$ cat src/rtl/mem_tipos_pkg.sv
`default_nettype none
// ============================================================================
//  Package     : mem_tipos
//  Description : Shared types for the store-side sub-word write path:
//                store size encodings, the store FSM state type and the
//                natural-alignment check for SB/SH/SW requests.
//  Revision    : 1.0 - initial release
// ============================================================================
package mem_tipos;

    // Store size encodings as presented on req_size; 2'b11 is illegal.
    localparam logic [1:0] TAM_BYTE    = 2'b00;
    localparam logic [1:0] TAM_MEIA    = 2'b01;
    localparam logic [1:0] TAM_PALAVRA = 2'b10;

    // Store sequencer states.
    typedef enum logic [1:0] {
        OCIOSO  = 2'd0,
        LE      = 2'd1,
        ESCREVE = 2'd2,
        FIM     = 2'd3
    } estado_t;

    // True when the access is naturally aligned for its size and the size
    // encoding itself is legal.
    function automatic logic alinhamento_ok(input logic [1:0] offset,
                                            input logic [1:0] tam);
        logic ok;
        case (tam)
            TAM_BYTE:    ok = 1'b1;
            TAM_MEIA:    ok = ~offset[0];
            TAM_PALAVRA: ok = (offset == 2'b00);
            default:     ok = 1'b0;
        endcase
        return ok;
    endfunction

endpackage : mem_tipos
`default_nettype wire

$ cat src/rtl/insere_parcial.sv
`default_nettype none
// ============================================================================
//  Module      : insere_parcial
//  Description : Combinational lane insertion. Places the low byte or low
//                halfword of 'dado' into the little-endian lane selected by
//                'offset' inside 'palavra'; every other bit of 'palavra' is
//                passed through unchanged. A full-word size returns 'dado'.
//                This is the write-side inverse of the load extender.
//  Ports       : palavra   in  32  existing memory word
//                dado      in  32  store data (low 8/16 bits for byte/half)
//                offset    in  2   byte offset inside the word
//                tam       in  2   size encoding (mem_tipos::TAM_*)
//                resultado out 32  merged word
//  Revision    : 1.0 - initial release
// ============================================================================
module insere_parcial
    import mem_tipos::*;
(
    input  logic [31:0] palavra,
    input  logic [31:0] dado,
    input  logic [1:0]  offset,
    input  logic [1:0]  tam,
    output logic [31:0] resultado
);

    always_comb begin
        resultado = palavra;
        case (tam)
            TAM_BYTE: begin
                case (offset)
                    2'd0:    resultado[7:0]   = dado[7:0];
                    2'd1:    resultado[15:8]  = dado[7:0];
                    2'd2:    resultado[23:16] = dado[7:0];
                    default: resultado[31:24] = dado[7:0];
                endcase
            end
            TAM_MEIA: begin
                // offset[0] is guaranteed zero by the alignment check.
                if (offset[1]) begin
                    resultado[31:16] = dado[15:0];
                end else begin
                    resultado[15:0]  = dado[15:0];
                end
            end
            TAM_PALAVRA: resultado = dado;
            default:     resultado = palavra;
        endcase
    end

endmodule : insere_parcial
`default_nettype wire

$ cat src/rtl/armazena_parcial.sv
`default_nettype none
// ============================================================================
//  Module      : armazena_parcial
//  Description : Store-side sub-word write unit. Turns SB/SH/SW requests into
//                whole-word accesses on a word-only data memory. Byte and
//                halfword stores read the target word, merge the new lane and
//                write it back; word stores write directly. Misaligned or
//                illegal-size requests are rejected with a one-cycle pulse.
//  Ports       : clock, reset (async, active-high)
//                req_valid/req_ready/req_addr/req_data/req_size : request
//                mem_addr/mem_rd/mem_wr/mem_wdata/mem_rdata/mem_ack : memory
//                done             : one-cycle pulse, store completed
//                erro_alinhamento : one-cycle pulse, request rejected
//                All outputs are registered.
//  Revision    : 1.0 - initial release
// ============================================================================
module armazena_parcial
    import mem_tipos::*;
#(
    parameter int ADDR_W = 32
) (
    input  logic              clock,
    input  logic              reset,
    input  logic              req_valid,
    output logic              req_ready,
    input  logic [ADDR_W-1:0] req_addr,
    input  logic [31:0]       req_data,
    input  logic [1:0]        req_size,
    output logic [ADDR_W-1:0] mem_addr,
    output logic              mem_rd,
    output logic              mem_wr,
    output logic [31:0]       mem_wdata,
    input  logic [31:0]       mem_rdata,
    input  logic              mem_ack,
    output logic              done,
    output logic              erro_alinhamento
);

    estado_t r_estado;
    estado_t w_prox_estado;

    // Captured request fields needed by the read-modify-write merge.
    logic [31:0]       r_dado;
    logic [1:0]        r_offset;
    logic [1:0]        r_tam;

    // Registered outputs.
    logic              r_req_ready;
    logic [ADDR_W-1:0] r_mem_addr;
    logic              r_mem_rd;
    logic              r_mem_wr;
    logic [31:0]       r_mem_wdata;
    logic              r_done;
    logic              r_erro;

    // Next values of the registered outputs.
    logic              w_prox_ready;
    logic [ADDR_W-1:0] w_prox_addr;
    logic              w_prox_rd;
    logic              w_prox_wr;
    logic [31:0]       w_prox_wdata;
    logic              w_prox_done;
    logic              w_prox_erro;

    logic              w_aceita;
    logic              w_legal;
    logic              w_captura;
    logic [31:0]       w_mesclada;

    // req_ready is only high while idle, so acceptance implies OCIOSO.
    assign w_aceita  = req_valid && r_req_ready;
    assign w_legal   = alinhamento_ok(req_addr[1:0], req_size);
    assign w_captura = w_aceita && w_legal;

    insere_parcial u_insere (
        .palavra   (mem_rdata),
        .dado      (r_dado),
        .offset    (r_offset),
        .tam       (r_tam),
        .resultado (w_mesclada)
    );

    // ------------------------------------------------------------------
    // State and output registers
    // ------------------------------------------------------------------
    always_ff @(posedge clock or posedge reset) begin
        if (reset) begin
            r_estado    <= OCIOSO;
            r_req_ready <= 1'b1;
            r_mem_addr  <= '0;
            r_mem_rd    <= 1'b0;
            r_mem_wr    <= 1'b0;
            r_mem_wdata <= '0;
            r_done      <= 1'b0;
            r_erro      <= 1'b0;
            r_dado      <= '0;
            r_offset    <= '0;
            r_tam       <= '0;
        end else begin
            r_estado    <= w_prox_estado;
            r_req_ready <= w_prox_ready;
            r_mem_addr  <= w_prox_addr;
            r_mem_rd    <= w_prox_rd;
            r_mem_wr    <= w_prox_wr;
            r_mem_wdata <= w_prox_wdata;
            r_done      <= w_prox_done;
            r_erro      <= w_prox_erro;
            if (w_captura) begin
                r_dado   <= req_data;
                r_offset <= req_addr[1:0];
                r_tam    <= req_size;
            end
        end
    end

    // ------------------------------------------------------------------
    // Next-state logic
    // ------------------------------------------------------------------
    always_comb begin
        w_prox_estado = r_estado;
        case (r_estado)
            OCIOSO: begin
                if (w_captura) begin
                    w_prox_estado = (req_size == TAM_PALAVRA) ? ESCREVE : LE;
                end
            end
            LE: begin
                if (mem_ack) begin
                    w_prox_estado = ESCREVE;
                end
            end
            ESCREVE: begin
                if (mem_ack) begin
                    w_prox_estado = FIM;
                end
            end
            default: w_prox_estado = OCIOSO;
        endcase
    end

    // ------------------------------------------------------------------
    // Output logic: strobes follow the state being entered, so each one is
    // high exactly while the FSM sits in the matching state and drops the
    // cycle after mem_ack. Being mutually exclusive states, rd and wr can
    // never overlap.
    // ------------------------------------------------------------------
    always_comb begin
        w_prox_rd    = (w_prox_estado == LE);
        w_prox_wr    = (w_prox_estado == ESCREVE);
        w_prox_done  = (w_prox_estado == FIM);
        // A rejected request stays in OCIOSO but still drops ready for one
        // cycle, so the requester sees the error before it can resubmit.
        w_prox_ready = (w_prox_estado == OCIOSO) && !w_aceita;
        w_prox_erro  = w_aceita && !w_legal;

        w_prox_addr  = r_mem_addr;
        w_prox_wdata = r_mem_wdata;
        if (w_captura) begin
            w_prox_addr = {req_addr[ADDR_W-1:2], 2'b00};
            if (req_size == TAM_PALAVRA) begin
                w_prox_wdata = req_data;
            end
        end
        if ((r_estado == LE) && mem_ack) begin
            w_prox_wdata = w_mesclada;
        end
    end

    assign req_ready        = r_req_ready;
    assign mem_addr         = r_mem_addr;
    assign mem_rd           = r_mem_rd;
    assign mem_wr           = r_mem_wr;
    assign mem_wdata        = r_mem_wdata;
    assign done             = r_done;
    assign erro_alinhamento = r_erro;

endmodule : armazena_parcial
`default_nettype wire

$ cat config.mk
export PLATFORM = sky130hd
export DESIGN_NAME = armazena_parcial
export DESIGN_NICKNAME = d
export VERILOG_FILES = /design/src/rtl/mem_tipos_pkg.sv /design/src/rtl/insere_parcial.sv /design/src/rtl/armazena_parcial.sv
export SDC_FILE = /design/constraint.sdc
export NUM_CORES = 1
export LEC_CHECK = 0
export ABC_AREA = 1
export CAP_MARGIN = 20
export CORE_MARGIN = 2
export CORE_UTILIZATION = 48
export DETAILED_ROUTE_END_ITERATION = 10
export PLACE_DENSITY = 0.89
export SYNTH_ARGS = -nofsm -noshare
export SYNTH_HDL_FRONTEND = slang
export SYNTH_HIERARCHICAL = 1
export SYNTH_SLANG_ARGS = --single-unit
$ cat constraint.sdc
create_clock -name clock -period 5.4 [get_ports clock]
set_clock_uncertainty 0.2 [all_clocks]
set_input_delay 1.35 -clock clock [delete_from_list [all_inputs] [get_ports clock]]
set_output_delay 1.35 -clock clock [all_outputs]
set_load 0.1 [all_outputs]
* Word level (Yosys, flattened, before mapping)
Cells that the tools add are included.
Word-level totals: register bits 105, logic and storage cells 56
Operators by class: mux-type cells 16, equal/unequal tests 11, reduce and logical (&&, ||, !) cells 17, bitwise logic cells 1
Operators with widths (number):
- $mux 32 | 3
- $pmux 32 s3 | 1
- $mux 16 | 2
- $mux 8 | 4
- $eq 2x2->1 const B | 6
- $logic_not 2->1 | 6
- $eq 2x1->1 const B | 5
- $mux 2 | 4
- $pmux 2 s3 | 1
- $logic_and 1x1->1 | 5
- $reduce_bool 2->1 | 2
- $pmux 1 s3 | 1
- $reduce_or 3->1 | 1
- $logic_not 1->1 | 2
- $reduce_and 2->1 | 1
- $not 1->1 | 1

* Longest topological paths before layout
depth after elaboration 7, depth in mapped cells 10, gate-level depth less buffers 9

* Modules after synthesis
Netlist, hierarchy kept.
By module, submodules not included:
- armazena_parcial | sequential area each 2628.8 µm², cells each 497, times used 1, area each 4396.7 µm²
- insere_parcial | sequential area each 0.0 µm², cells each 281, times used 1, area each 1204.9 µm²

* Worst setup path after synthesis
OpenSTA, ideal clock, no wires.
kind input to register, start point input req_addr[0], end point register r_mem_addr[17], in the netlist mem_addr[17], buffers on the path 2, path slack 2.872 ns, data required time 5.078 ns, data arrival time 2.206 ns, stages on the path 8, library setup time 0.122 ns, cells stage by stage nor2_1 > nand2_1 > a21oi_4 > inv_2 > buf_2 > buf_6 > nand2_1 > nand2_1
Between the ends: word-level cells in the longest chain between the ends 3, elaborated cells on any way between the ends 4, classes of those cells mux: 1; bitwise: 1; reduce/logical: 2
Ends and longest elaborated chain:
- start, declared | line armazena_parcial.sv:26 | input logic [ADDR_W-1:0] req_addr,
- $logic_not 2->1 / $not 1->1 (equally long branches) | line mem_tipos_pkg.sv:32, mem_tipos_pkg.sv:31
- $pmux 1 s3 (*) | line mem_tipos_pkg.sv:29 | case (tam)
- $logic_and 1x1->1 (*) | line armazena_parcial.sv:73 | assign w_captura = w_aceita && w_legal;
- end signal, assigned | line armazena_parcial.sv:102 | r_mem_addr <= w_prox_addr;
- end, declared | line armazena_parcial.sv:49 | logic [ADDR_W-1:0] r_mem_addr;
Mark *: on every way between the ends. The rest lies on a longest branch, timed or not. A chain may end at the register's enable or synchronous reset.

* Final worst setup path
start point register r_req_ready, in the netlist req_ready, end point output req_ready
RTL lines:
- start, declared | line armazena_parcial.sv:48 | logic r_req_ready;
- start signal, assigned | line armazena_parcial.sv:101 | r_req_ready <= w_prox_ready;
- end, declared | line armazena_parcial.sv:25 | output logic req_ready,
No word-level cell between the ends.

==> out/summary.md <==
- 0 — DRC violations left
- 25 — Yosys cell types
- 0.36 ns — clock latency at the later pin of the worst-skew pair
- 1 — critical path buffer and inverter count
- sky130_fd_sc_hd__dfrtp_1 — largest area contributor in the netlist
- 49.06% — Starting Density
- 112.0 um — width of the chip
- 7.200 um^2 — Post-Syn Area per Cell
- sky130_fd_sc_hd__dfrtp_1 — top_reg_cell synth
- buffers and inverters — cell family with the largest share of critical-path delay
- 105 — clk sink count
- 28.07% — worst-case headroom to the max-slew limit
- 46.93% — sequential cell area fraction in the yosys report
- 0 — grt total ovfl
- sky130_fd_sc_hd__clkdlybuf4s50_1 — CP max stage cell
- 5457 — total vias in the final route
- 6 — count of synthesis-stage warnings from yosys
- 66.57% — final core utilization
- 0 — number of max-cap violations
- flop to output pin — Setup Crit Path Kind
- 5602 um^2 — Mapped Area
- 77 — pin count of the biggest net entering global routing
- 2 — CTS Buffer Depth
- 10900 um — DPL Wire Length
- 0.8760 — final weighted congestion of routability-driven global placement
- 11420 um^2 — area inside the core boundary
- 35.69% — area growth from synthesis to layout
- 0 — number of antenna violations at the first check in global routing
- 66.31% — share of the cycle needed by the critical path after routing
- 1.819 ns — post-route worst setup slack
- 778 — number of instances in the synthesized netlist
- 168 — I/O Buffers
- 0% — xor/xnor share of the synthesized area
- 2 — worst-path maximum fanout
- built — CTS tree
- 25430 um — first-pass GRT wire length
- 0 — number of hold violations in the final report
- 968 — fill count
- 31.18% — simple-gate portion of the synthesized area
- 100.0% — share of flip-flops with an asynchronous set or reset
- sky130_fd_sc_hd__nand2_1 — most common cell after layout, fill and taps aside
- 2629 um^2 — area occupied by registers
- 1027 — nets
- flop — Worst setup SP type
- 0 ns — summed negative setup slack over all endpoints
- 0 — Antenna Violating Nets Remaining
- sky130_fd_sc_hd__clkbuf_16 — CTS root buf
- 15280 um — wirelength, routed
- flop to flop — type of the most critical hold path
- 9 — clock buffers created by TritonCTS
- 39 — FP Rows
- 0 — CTS resizes
- 112.0 um — height of the die
- 0.2751 ns — Min Hold Slack
- 12.24% — fraction of the mapped netlist area in compound gates
- 0 — number of enable flip-flop cells after synthesis
- 5 — number of detailed-routing iterations run before antenna repair
- 0 — Post-CTS Setup Bufs
- output pin — kind of capture point of the worst setup path
- 12550 um^2 — Die Footprint
- 5.086 — detail-routed via count per cell
- 0% — Synth Area in Adders
- 0 — number of pins exceeding their max-slew limit in the final report
- 1.698 ns — pre-CTS WS
- clkdlybuf4s50_1 — cell-by-cell trace of the critical path
- sky130_fd_sc_hd__dfrtp_1, sky130_fd_sc_hd__nand2_1, sky130_fd_sc_hd__inv_1, sky130_fd_sc_hd__nand3_1, sky130_fd_sc_hd__o21a_1 — most area-consuming cells after synthesis
- 0 — count of antenna diodes in the layout
- 0 — number of buffers inserted for hold repair after clock tree synthesis
- 14.24 um — routed length per placed instance
- 46.46% — share of the synthesized area in the top cell type
- 0 — Final setup viols
- 3.85 ns — data required time of the critical path
- false — RSZ-0062 raised after global routing
- 3.581 ns — final worst path period need
- 0.07 ns — clock slew at the register clock pins of the worst setup and hold paths
- simple AND/OR/NAND/NOR gates — main combinational cell family by area after synthesis
- 0% — mux cell area share after synthesis
- 105 — number of register bits inferred by synthesis
- 25.22% — GRT Total Usage
- 3 — number of levels the H-tree was split into
- complete, no violations — run status
- 2.03 ns — endpoint arrival time on the critical path
- 2447 um^2 — footprint of the multi-input gates
- 5343 — number of global-route vias before repair
- 279.3 MHz — Achievable Freq
- 171 — boundary pin count
- sky130_fd_sc_hd__nand2_1, sky130_fd_sc_hd__clkdlybuf4s50_1, sky130_fd_sc_hd__dfrtp_1 — commonest non-fill, non-tap cells in the layout
- 1.076 ns — Slew @ Worst Pin
- 414 — starting DRC count in detailed routing
- 4.409% — share of layout cells above drive strength 1
- 1.13 ns — slowest stage delay, CP
path summary, 6_finish.rpt:
check | from | end | slack, ns | depth (start not counted)
worst max register to register | r_estado[0] | mem_wdata[21] | 3.12 | 6
worst min-delay path | mem_addr[22] | mem_addr[22] | 0.28 | 2
max in group asynchronous | reset | r_dado[1] | 2.72 | 3
worst max-delay path | req_ready | req_ready | 1.82 | 1
min in group asynchronous | reset | mem_addr[22] | 1.35 | 2
worst min register to register | mem_addr[22] | mem_addr[22] | 0.28 | 2
cell usage after synthesis, types with 2 or more instances:
cell,n
sky130_fd_sc_hd__nand2_1,317
sky130_fd_sc_hd__clkbuf_1,9
sky130_fd_sc_hd__o21a_1,32
sky130_fd_sc_hd__nand3_1,52
sky130_fd_sc_hd__nor2_1,47
sky130_fd_sc_hd__buf_6,4
sky130_fd_sc_hd__buf_4,8
sky130_fd_sc_hd__a21oi_1,41
sky130_fd_sc_hd__nand2_2,3
sky130_fd_sc_hd__buf_2,18
sky130_fd_sc_hd__o21ai_1,29
sky130_fd_sc_hd__inv_2,6
sky130_fd_sc_hd__inv_1,75
sky130_fd_sc_hd__o21ai_0,14
sky130_fd_sc_hd__nand4_1,9
sky130_fd_sc_hd__nor2_2,2
sky130_fd_sc_hd__dfrtp_1,104
sequential cells by signal, indices dropped and copies added (netlist names):
signal            cells
mem_wr                1
req_ready             1
mem_wdata            32
r_offset              2
done                  1
erro_alinhamento      1
r_estado              2
r_dado               32
mem_rd                1
mem_addr             30
r_tam                 2
area by class of cell:
cell class	instances	share of cell area, %
Inverter	82	4.082
Tap cell	143	2.354
Timing Repair Buffer	174	22.98
Clock inverter	6	0.6584
Clock buffer	10	3.144
Multi-Input combinational cell	553	32.20
Sequential cell	105	34.58
routing by layer:
metal	up-vias	routed length, um	GRT usage, %
met3	34	1359	8.531
met5	-	0	0
met2	206	7228	41.37
met1	2498	6284	31.19
li1	2719	-	-
met4	0	403	9.431
metrics by stage:
stage	cell area, um^2	instances
2_1_floorplan	5605	779
3_3_place_gp	7284	1056
3_5_place_dp	7284	1056
4_1_cts	7574	1072
5_1_grt	7601	1073
6_report	7601	1073
logic make-up (layout without fill, tap and decap cells):
kind of cell           after synthesis  in the layout
AND/OR/NAND/NOR                    433            433
AO/OA/AOI/OAI                      118            118
other                                1              2
buffers and inverters              121            272
flip-flops                         105            105
Power is not shown: default switching activity piles up to over one toggle a cycle in this logic, so the estimate is an artifact.
